File: src/rtl/ir_multibyte_pkg.sv
// Shared constants for the multi-byte instruction register, the control-ROM generator and the bench.
// Holds default geometry, the strobe decode type and the counter-width derivation.
package ir_multibyte_pkg;

  localparam int WIDTH_DEF    = 8;
  localparam int OPERANDS_DEF = 2;

  // Strobe combination seen at a clock edge: {advance, load}, both already active-high.
  typedef enum logic [1:0] {
    OP_HOLD    = 2'b00,
    OP_LOAD    = 2'b01,
    OP_ADVANCE = 2'b10,
    OP_BOTH    = 2'b11
  } op_e;

  function automatic int cw_of(input int operands);
    return $clog2(operands + 2);
  endfunction

  // Operand bus is zero words wide when OPERANDS=0; keep one tied-off bit so the port exists.
  function automatic int opw_of(input int width, input int operands);
    return (operands > 0) ? width * operands : 1;
  endfunction

endpackage

File: src/rtl/ir_multibyte_if.sv
// Bus-side strobes and decoder-side outputs of the multi-byte instruction register.
// The bus master drives loads/advances; the register (slave) returns the instruction.
interface ir_multibyte_if
  import ir_multibyte_pkg::*;
#(
  parameter int WIDTH    = WIDTH_DEF,
  parameter int OPERANDS = OPERANDS_DEF
);
  localparam int CW  = cw_of(OPERANDS);
  localparam int OPW = opw_of(WIDTH, OPERANDS);

  logic             loadn;
  logic             advancen;
  logic [WIDTH-1:0] bus;
  logic [WIDTH-1:0] instr_out;
  logic [OPW-1:0]   operand_out;
  logic [CW-1:0]    count_out;
  logic [CW-1:0]    staged_count;
  logic             full;
  logic             overflow;

  modport master (
    output loadn, advancen, bus,
    input  instr_out, operand_out, count_out, staged_count, full, overflow
  );

  modport slave (
    input  loadn, advancen, bus,
    output instr_out, operand_out, count_out, staged_count, full, overflow
  );

endinterface

File: src/rtl/ir_multibyte_slot.sv
// One instruction word register: async reset, load enable and synchronous clear.
// Load wins over clear so a staging slot can restart with the bus word on a combined strobe.
module ir_slot #(
  parameter int WIDTH = 8
) (
  input  logic             clk,
  input  logic             rst,
  input  logic             i_load,
  input  logic             i_clear,
  input  logic [WIDTH-1:0] i_d,
  output logic [WIDTH-1:0] o_q
);

  logic [WIDTH-1:0] r_q;

  always_ff @(posedge clk or posedge rst) begin
    if (rst) begin
      r_q <= '0;
    end else if (i_load) begin
      r_q <= i_d;
    end else if (i_clear) begin
      r_q <= '0;
    end
  end

  assign o_q = r_q;

endmodule

File: src/rtl/ir_multibyte.sv
// Two-rank multi-byte instruction register: words fill a staging rank one per load,
// an advance moves the whole staged instruction to the output rank seen by the decoder.
module ir_multibyte
  import ir_multibyte_pkg::*;
#(
  parameter int WIDTH    = WIDTH_DEF,
  parameter int OPERANDS = OPERANDS_DEF
) (
  input  logic          clk,
  input  logic          reset,
  ir_multibyte_if.slave bif
);

  localparam int CW = cw_of(OPERANDS);
  localparam int NS = OPERANDS + 1;

  op_e              w_op;
  logic             w_full;
  logic [CW-1:0]    r_staged_count;
  logic [CW-1:0]    r_count_out;
  logic             r_overflow;
  logic [WIDTH-1:0] w_stage_q [NS];
  logic [WIDTH-1:0] w_out_q   [NS];

  assign w_op   = op_e'({~bif.advancen, ~bif.loadn});
  assign w_full = (r_staged_count == CW'(NS));

  genvar gi;
  generate
    for (gi = 0; gi < NS; gi++) begin : g_slot
      logic w_stage_load;
      logic w_adv;

      // A plain load targets the next free slot; a combined strobe restarts the rank at slot 0.
      assign w_stage_load = ((w_op == OP_LOAD) && !w_full && (r_staged_count == CW'(gi))) ||
                            ((w_op == OP_BOTH) && (gi == 0));
      assign w_adv = (w_op == OP_ADVANCE) || (w_op == OP_BOTH);

      ir_slot #(.WIDTH(WIDTH)) u_stage (
        .clk     (clk),
        .rst     (reset),
        .i_load  (w_stage_load),
        .i_clear (w_adv),
        .i_d     (bif.bus),
        .o_q     (w_stage_q[gi])
      );

      // Unfilled staging slots are always zero, so copying them keeps unused outputs at zero.
      ir_slot #(.WIDTH(WIDTH)) u_out (
        .clk     (clk),
        .rst     (reset),
        .i_load  (w_adv),
        .i_clear (1'b0),
        .i_d     (w_stage_q[gi]),
        .o_q     (w_out_q[gi])
      );
    end

    if (OPERANDS > 0) begin : g_operands
      for (gi = 1; gi < NS; gi++) begin : g_op
        assign bif.operand_out[(gi-1)*WIDTH +: WIDTH] = w_out_q[gi];
      end
    end else begin : g_no_operands
      assign bif.operand_out = '0;
    end
  endgenerate

  always_ff @(posedge clk or posedge reset) begin
    if (reset) begin
      r_staged_count <= '0;
      r_count_out    <= '0;
      r_overflow     <= 1'b0;
    end else begin
      case (w_op)
        OP_LOAD: begin
          if (w_full) begin
            r_overflow <= 1'b1;
          end else begin
            r_staged_count <= r_staged_count + 1'b1;
          end
        end
        OP_ADVANCE: begin
          r_count_out    <= r_staged_count;
          r_staged_count <= '0;
        end
        OP_BOTH: begin
          r_count_out    <= r_staged_count;
          r_staged_count <= CW'(1);
        end
        default: ;
      endcase
    end
  end

  always @(posedge clk) begin
    if (!reset && !bif.loadn) begin
      assert (!$isunknown(bif.bus)) else $error("Attempting to load %b", bif.bus);
    end
  end

  assign bif.instr_out    = w_out_q[0];
  assign bif.count_out    = r_count_out;
  assign bif.staged_count = r_staged_count;
  assign bif.full         = w_full;
  assign bif.overflow     = r_overflow;

endmodule

File: src/flat_wrapper.sv
// flat-port wrapper written by rule: the top's interface ports become plain ports
module ir_multibyte_flat import ir_multibyte_pkg::*;
#(
  parameter int WIDTH    = WIDTH_DEF,
  parameter int OPERANDS = OPERANDS_DEF
)
  (clk, reset, bif_loadn, bif_advancen, bif_bus, bif_instr_out, bif_operand_out, bif_count_out, bif_staged_count, bif_full, bif_overflow);
  ir_multibyte_if #(.WIDTH(WIDTH), .OPERANDS(OPERANDS)) bif_i ();
  input  logic clk;
  input  logic reset;
  input wire logic [$bits(bif_i.loadn)-1:0] bif_loadn;
  input wire logic [$bits(bif_i.advancen)-1:0] bif_advancen;
  input wire logic [$bits(bif_i.bus)-1:0] bif_bus;
  output wire logic [$bits(bif_i.instr_out)-1:0] bif_instr_out;
  output wire logic [$bits(bif_i.operand_out)-1:0] bif_operand_out;
  output wire logic [$bits(bif_i.count_out)-1:0] bif_count_out;
  output wire logic [$bits(bif_i.staged_count)-1:0] bif_staged_count;
  output wire logic [$bits(bif_i.full)-1:0] bif_full;
  output wire logic [$bits(bif_i.overflow)-1:0] bif_overflow;
  assign bif_i.loadn = bif_loadn;
  assign bif_i.advancen = bif_advancen;
  assign bif_i.bus = bif_bus;
  assign bif_instr_out = bif_i.instr_out;
  assign bif_operand_out = bif_i.operand_out;
  assign bif_count_out = bif_i.count_out;
  assign bif_staged_count = bif_i.staged_count;
  assign bif_full = bif_i.full;
  assign bif_overflow = bif_i.overflow;
  ir_multibyte #(.WIDTH(WIDTH), .OPERANDS(OPERANDS)) u_core (.clk(clk), .reset(reset), .bif(bif_i));
endmodule
File: config.mk
export PLATFORM = sky130hd
export DESIGN_NAME = ir_multibyte_flat
export DESIGN_NICKNAME = d
export VERILOG_FILES = /design/src/rtl/ir_multibyte_pkg.sv /design/src/rtl/ir_multibyte_if.sv /design/src/rtl/ir_multibyte_slot.sv /design/src/rtl/ir_multibyte.sv /design/src/flat_wrapper.sv
export SDC_FILE = /design/constraint.sdc
export NUM_CORES = 1
export LEC_CHECK = 0
export BUFFER_PORTS_ARGS = -buffer_cell sky130_fd_sc_hd__buf_2
export CAP_MARGIN = 20
export CORE_ASPECT_RATIO = 1.1
export CORE_UTILIZATION = 54
export DETAILED_ROUTE_END_ITERATION = 16
export PLACE_DENSITY = 0.85
export RECOVER_POWER = 25
export SLEW_MARGIN = 20
export SYNTH_ARGS = -nofsm -noshare
export SYNTH_HDL_FRONTEND = slang
export SYNTH_SLANG_ARGS = --single-unit
File: constraint.sdc
create_clock -name clk -period 2.1 [get_ports clk]
set_input_delay 0.105 -clock clk [delete_from_list [all_inputs] [get_ports clk]]
set_output_delay 0.105 -clock clk [all_outputs]
set_load 0.01 [all_outputs]
After elaboration in Yosys (flattened, before gate mapping) --
Index checks and enable logic that the tools add are counted.
Operators by class: $add $sub $neg 1, equality and inequality tests 7, mux-type cells 6, bitwise logic cells 2, reduce and logical (&&, ||, !) cells 15
Operators with widths (number):
- $mux W8 | 4
- $eq A2 B2 Y1 const B | 4
- $pmux W2 S3 | 1
- $reduce_bool A2 Y1 | 3
- $eq A2 B1 Y1 const B | 2
- $logic_and A1 B1 Y1 | 4
- $reduce_and A2 Y1 | 2
- $reduce_bool A3 Y1 | 1
- $add A2 B1 Y2 const B | 1
- $logic_not A2 Y1 | 1
- $logic_or A1 B1 Y1 | 2
- $mux W2 | 1
- $ne A2 B2 Y1 const B | 1
- $not A1 Y1 | 2
- $reduce_or A2 Y1 | 1
- $logic_not A1 Y1 | 1
Word-level totals: register bits after elaboration 53, input bits 12, output and inout port bits 30

Longest topological paths before layout --
depth in word-level cells 6, depth in mapped cells 7

Modules after synthesis --
Synthesis repeated with hierarchy kept, for this count alone.
Unflattened totals: cell total of the unflattened synthesis 206, area, all modules 2265.9 um2
Modules (own cells, without submodules):
- ir_slot | times used 6, cells each 29, area each 327.8 um2
- ir_multibyte | times used 1, cells each 32, area each 299.0 um2

Least setup slack after synthesis --
No wires, ideal clock.
path type register to register, from register u_core.r_staged_count[0], in the netlist u_core.bif.staged_count[0], to register u_core.g_slot[1].u_stage.r_q[0], setup time 0.118 ns, data arrival time 1.521 ns, path slack 0.461 ns, stages on the path, launching flop included 7, path buffers 2, period minus slack after synthesis 1.639 ns, cells stage by stage dfrtp_1 > ha_1 > or3b_1 > buf_6 > buf_8 > nand3_2 > o21ai_2
Between the ends: word-level cells in the longest chain between the ends 5, elaborated cells between the ends (all ways) 7, classes of those cells eq/ne (2); mux (1); reduce/logical (4)
RTL lines:
- start: declaration | RTL line ir_multibyte.sv:19 | logic [CW-1:0] r_staged_count;
- start signal: assignment | RTL line ir_multibyte.sv:79 | r_staged_count <= r_staged_count + 1'b1;
- $eq A2 B2 Y1 * | RTL line ir_multibyte.sv:26 | assign w_full = (r_staged_count == CW'(NS));
- net bif_full | RTL line flat_wrapper.sv:18 | output wire logic [$bits(bif_i.full)-1:0] bif_full;
- $logic_not A1 Y1 * | RTL line ir_multibyte.sv:35 | assign w_stage_load = ((w_op == OP_LOAD) && !w_full && (r_staged_count == CW'(gi))) ||
- $logic_and A1 B1 Y1 * (2 in series) | RTL line ir_multibyte.sv:35
- $mux W8 or $reduce_bool A2 Y1 (tied branches)
- end signal: assignment | RTL line ir_multibyte_slot.sv:20 | r_q <= i_d;
- end: declaration | RTL line ir_multibyte_slot.sv:14 | logic [WIDTH-1:0] r_q;
Mark *: on every way through the listed nets, which the timed path passes. The rest lies on a longest branch. A chain may end at the register's enable or synchronous reset.

Worst setup path after layout --
from register u_core.r_staged_count[0], in the netlist u_core.bif.staged_count[0], to register u_core.g_slot[2].u_stage.r_q[7]
Between the ends: word-level cells in the longest chain between the ends 5, elaborated cells between the ends (all ways) 7, classes of those cells eq/ne (2); mux (1); reduce/logical (4)
RTL lines (RTL line):
- $eq A2 B2 Y1 | ir_multibyte.sv:26
- $logic_not A1 Y1 | ir_multibyte.sv:35
- $logic_and A1 B1 Y1 | ir_multibyte.sv:35
- $logic_and A1 B1 Y1 * | ir_multibyte.sv:35
- $mux W8 or $reduce_bool A2 Y1 (tied branches)
- end signal: assignment | ir_multibyte_slot.sv:20
- end: declaration | ir_multibyte_slot.sv:14
Mark *: on every way between the ends. The rest lies on a longest branch, timed or not.

==> run metrics <==
Fin. Hold Viols 0; Die Wd approximately 63 um; clock buffer depth 2; first-pass GRT wire length 6740 um; Root Driver clkbuf_8; Async SR Flop Fraction 100%; number of synthesized flops with an enable pin 0; via count 1389; number of CTS-inserted buffers 5; max incr delay on CP about 0.7 ns; Max Slew Vio Count 0; drt drc 0; Synth top area share between 60 and 70%; largest net degree at the start of global routing 41; final worst slack 0.230 ns; area growth from synthesis to layout 15.5%; critical path cell sequence ha_1 > or3b_1 > nand3_1 > o21ai_2; Post-synth top cells dfrtp_1 (53), mux2_2 (24), o21ai_2 (16); relative slew slack 41.5%; Most Crowded Layer GR met2; total gr overflow 0; CP bufs+invs 0; H-Tree Level Count 2; Top delay family on crit path simple AND/OR/NAND/NOR gates; Die Area between 4000 and 5000 sq um; top-count cell post-synth dfrtp_1; CP Class reg -> reg; Power per Cell Area ~900 nW/um^2; ys flop type dfrtp_1; Critical Path Fanout Max 16; Synth Cell Area ~2200 sq um; TNS Setup 0 ns; crit path time final about 1.9 ns; clk slew on worst S/H paths approximately 0.090 ns; measured slew at the worst slew-check pin just under 0.9 ns; Peak VDD IR roughly 520 uV; Max Clk Rate ~530 MHz; DR pass1 iterations 4; CTS tree built; Clk Latency, worst-skew pair between 0.3 and 0.4 ns; initial antenna violation count 0; Seq/Total Area, Yosys about three fifths; Final nets 220; Filler cells around 310; met3 Usage GRT ~5.5%; maxcap violations 0; DIE HEIGHT roughly 70 um; WP data arrival 2.05 ns; Post-CTS Resized 0; status completed; yosys warns 0; number of port buffers between 40 and 50; met2 Use GR a little under a third; vias in the first global route ~1400; post-synthesis register bit count 53; drt total wl 3900 um; type of the tightest min-delay check in -> reg; Mapped Cells roughly 160; clock skew a little under 0.006 ns; std cell rows 24; Crit. End Element flop; Tcrit/Tclk final around 89%; GRT met1 Usage between 20% and 30%; Post-Syn Nets about 180; Avg WL per Cell around 15 um; startpoint types flop; reg-to-reg slack, setup 0.23 ns; layout cell share with drive strength beyond 1 between 40% and 50%; Detail Route Antenna Nets 0; Initial Utilization between 50% and 60%; HPWL Detailed between 2000 and 3000 um; Worst path slowest cell or3b_1; static leakage 1.30 nW; data required time of the worst path ~2.3 ns; io pins 42; leading area contributor after synthesis dfrtp_1; gp weighted congestion between 0.7 and 0.8; Distinct cells, synth 25; Global Route Usage Sum between 20% and 30%; Synth area leaders dfrtp_1 (60%), mux2_2 (12%), o21ai_2 (6.3%), a22o_1 (3.2%), nand3_1 (2.7%); unrepaired setup endpoints after global routing false; Sink Count 53; Post-Place Setup Slack 0.263 ns; initial drt markers 49; Core ar. 3930 sq um; endpoints failing setup 0; Avg Cell Area, Syn between 10 and 15 sq um; via/cell ratio about 5.4; ANT cells 0
==> kinds of logic (layout without fill, tap and decap cells) <==
| group | count (synthesis) | after routing | share of synthesized area [%] |
|---|---|---|---|
| AOI/OAI and AO/OA | 33 | 33 | 12.2 |
| adders and majority gates | 4 | 4 | 2.27 |
| buffers and inverters | 14 | 57 | 4.93 |
| DFF | 53 | 53 | 60.1 |
| muxes | 24 | 24 | 12.2 |
| and+or+nand+nor | 34 | 34 | 8.27 |
==> area by class of cell <==
cell class | count | area (sq um) | share of cell area, %
Inverter | 3 | 11.3 | 0.441
Multi-Input combinational cell | 95 | 773 | 30.3
Sequential cell | 53 | 1330 | 52.0
Tap cell | 52 | 65.1 | 2.55
Clock inverter | 3 | 65.1 | 2.55
Timing Repair Buffer | 46 | 241 | 9.47
Clock buffer | 5 | 68.8 | 2.70
==> layer usage <==
| layer | part of all wire, % | vias up |
|---|---|---|
| met5 | 0 | - |
| met2 | 49 | 42 |
| li1 | - | 654 |
| met3 | 4.1 | 14 |
| met1 | 43 | 679 |
| met4 | 3.8 | 0 |
==> cells in the final DEF, fill, tap and decap left out, types with 2 or more instances in the layout <==
master	n
buf_2	40
mux2_2	24
or3b_1	2
o21ai_2	16
nand2_1	12
a22o_1	8
nor2_1	2
inv_1	3
nand3_1	12
nand3_2	4
bufinv_16	2
o21ai_0	3
ha_1	4
dfrtp_1	53
clkbuf_8	5
buf_4	3
==> metrics by stage <==
| step | total power, mW | hold WS, ns | area [sq um] | util [%] | std cells |
|---|---|---|---|---|---|
| final | 2.30 | 0.0279 | 2550 | 64.9 | 257 |
| after global routing | 2.40 | 0.0241 | 2550 | 64.9 | 257 |
| after CTS | 2.32 | 0.0194 | 2570 | 65.3 | 257 |
| after detailed placement | 1.52 | 0.115 | 2420 | 61.6 | 248 |
| after global placement | 1.50 | 0.109 | 2420 | 61.6 | 248 |
| after floorplan | 1.41 | 0.245 | 2210 | - | 162 |
==> where the power goes <==
part	total (mW)	switching, mW	internal (mW)
sequential	1.17	0.0524	1.11
clock	0.803	0.330	0.473
combinational	0.326	0.183	0.143
total	2.30	0.566	1.73
==> sequential cells by signal, indices dropped and copies added, names as in the netlist <==
| signal | flops |
|---|---|
| u_core.bif.count_out | 2 |
| u_core.bif.overflow | 1 |
| u_core.bif.staged_count | 2 |
| u_core.g_slot.u_out.o_q | 24 |
| u_core.g_slot.u_stage.o_q | 24 |
==> timing repair <==
action | 4_1_cts | 5_1_grt
hold buffers | 1 | 0
setup buffers | 0 | 0
hold endpoints to repair | 17 | 0
==> worst reg2reg max path, cell delays in order (launching register included) <==
cell and delay [ns]:
dfrtp_1 0.44, ha_1 0.31, or3b_1 0.69, nand3_1 0.23
o21ai_2 0.08
==> worst paths after layout <==
| check | startpoint | to | cells after the start |
|---|---|---|---|
| hold reg to reg | u_core.bif.overflow$_DFFE_PP0P_ | u_core.bif.overflow$_DFFE_PP0P_ | 1 |
| setup / recovery | u_core.bif.staged_count[0]$_DFFE_PP0P_ | u_core.g_slot[2].u_stage.o_q[7]$_DFFE_PP0P_ | 4 |
| hold / removal | bif_bus[6] | u_core.g_slot[0].u_stage.o_q[6]$_DFFE_PP0P_ | 2 |
| min in group asynchronous | reset | u_core.g_slot[1].u_out.o_q[0]$_DFFE_PP0P_ | 3 |
| max in group asynchronous | reset | u_core.g_slot[0].u_stage.o_q[2]$_DFFE_PP0P_ | 4 |
| setup reg to reg | u_core.bif.staged_count[0]$_DFFE_PP0P_ | u_core.g_slot[2].u_stage.o_q[7]$_DFFE_PP0P_ | 4 |
(Power assumes the default switching activity.)
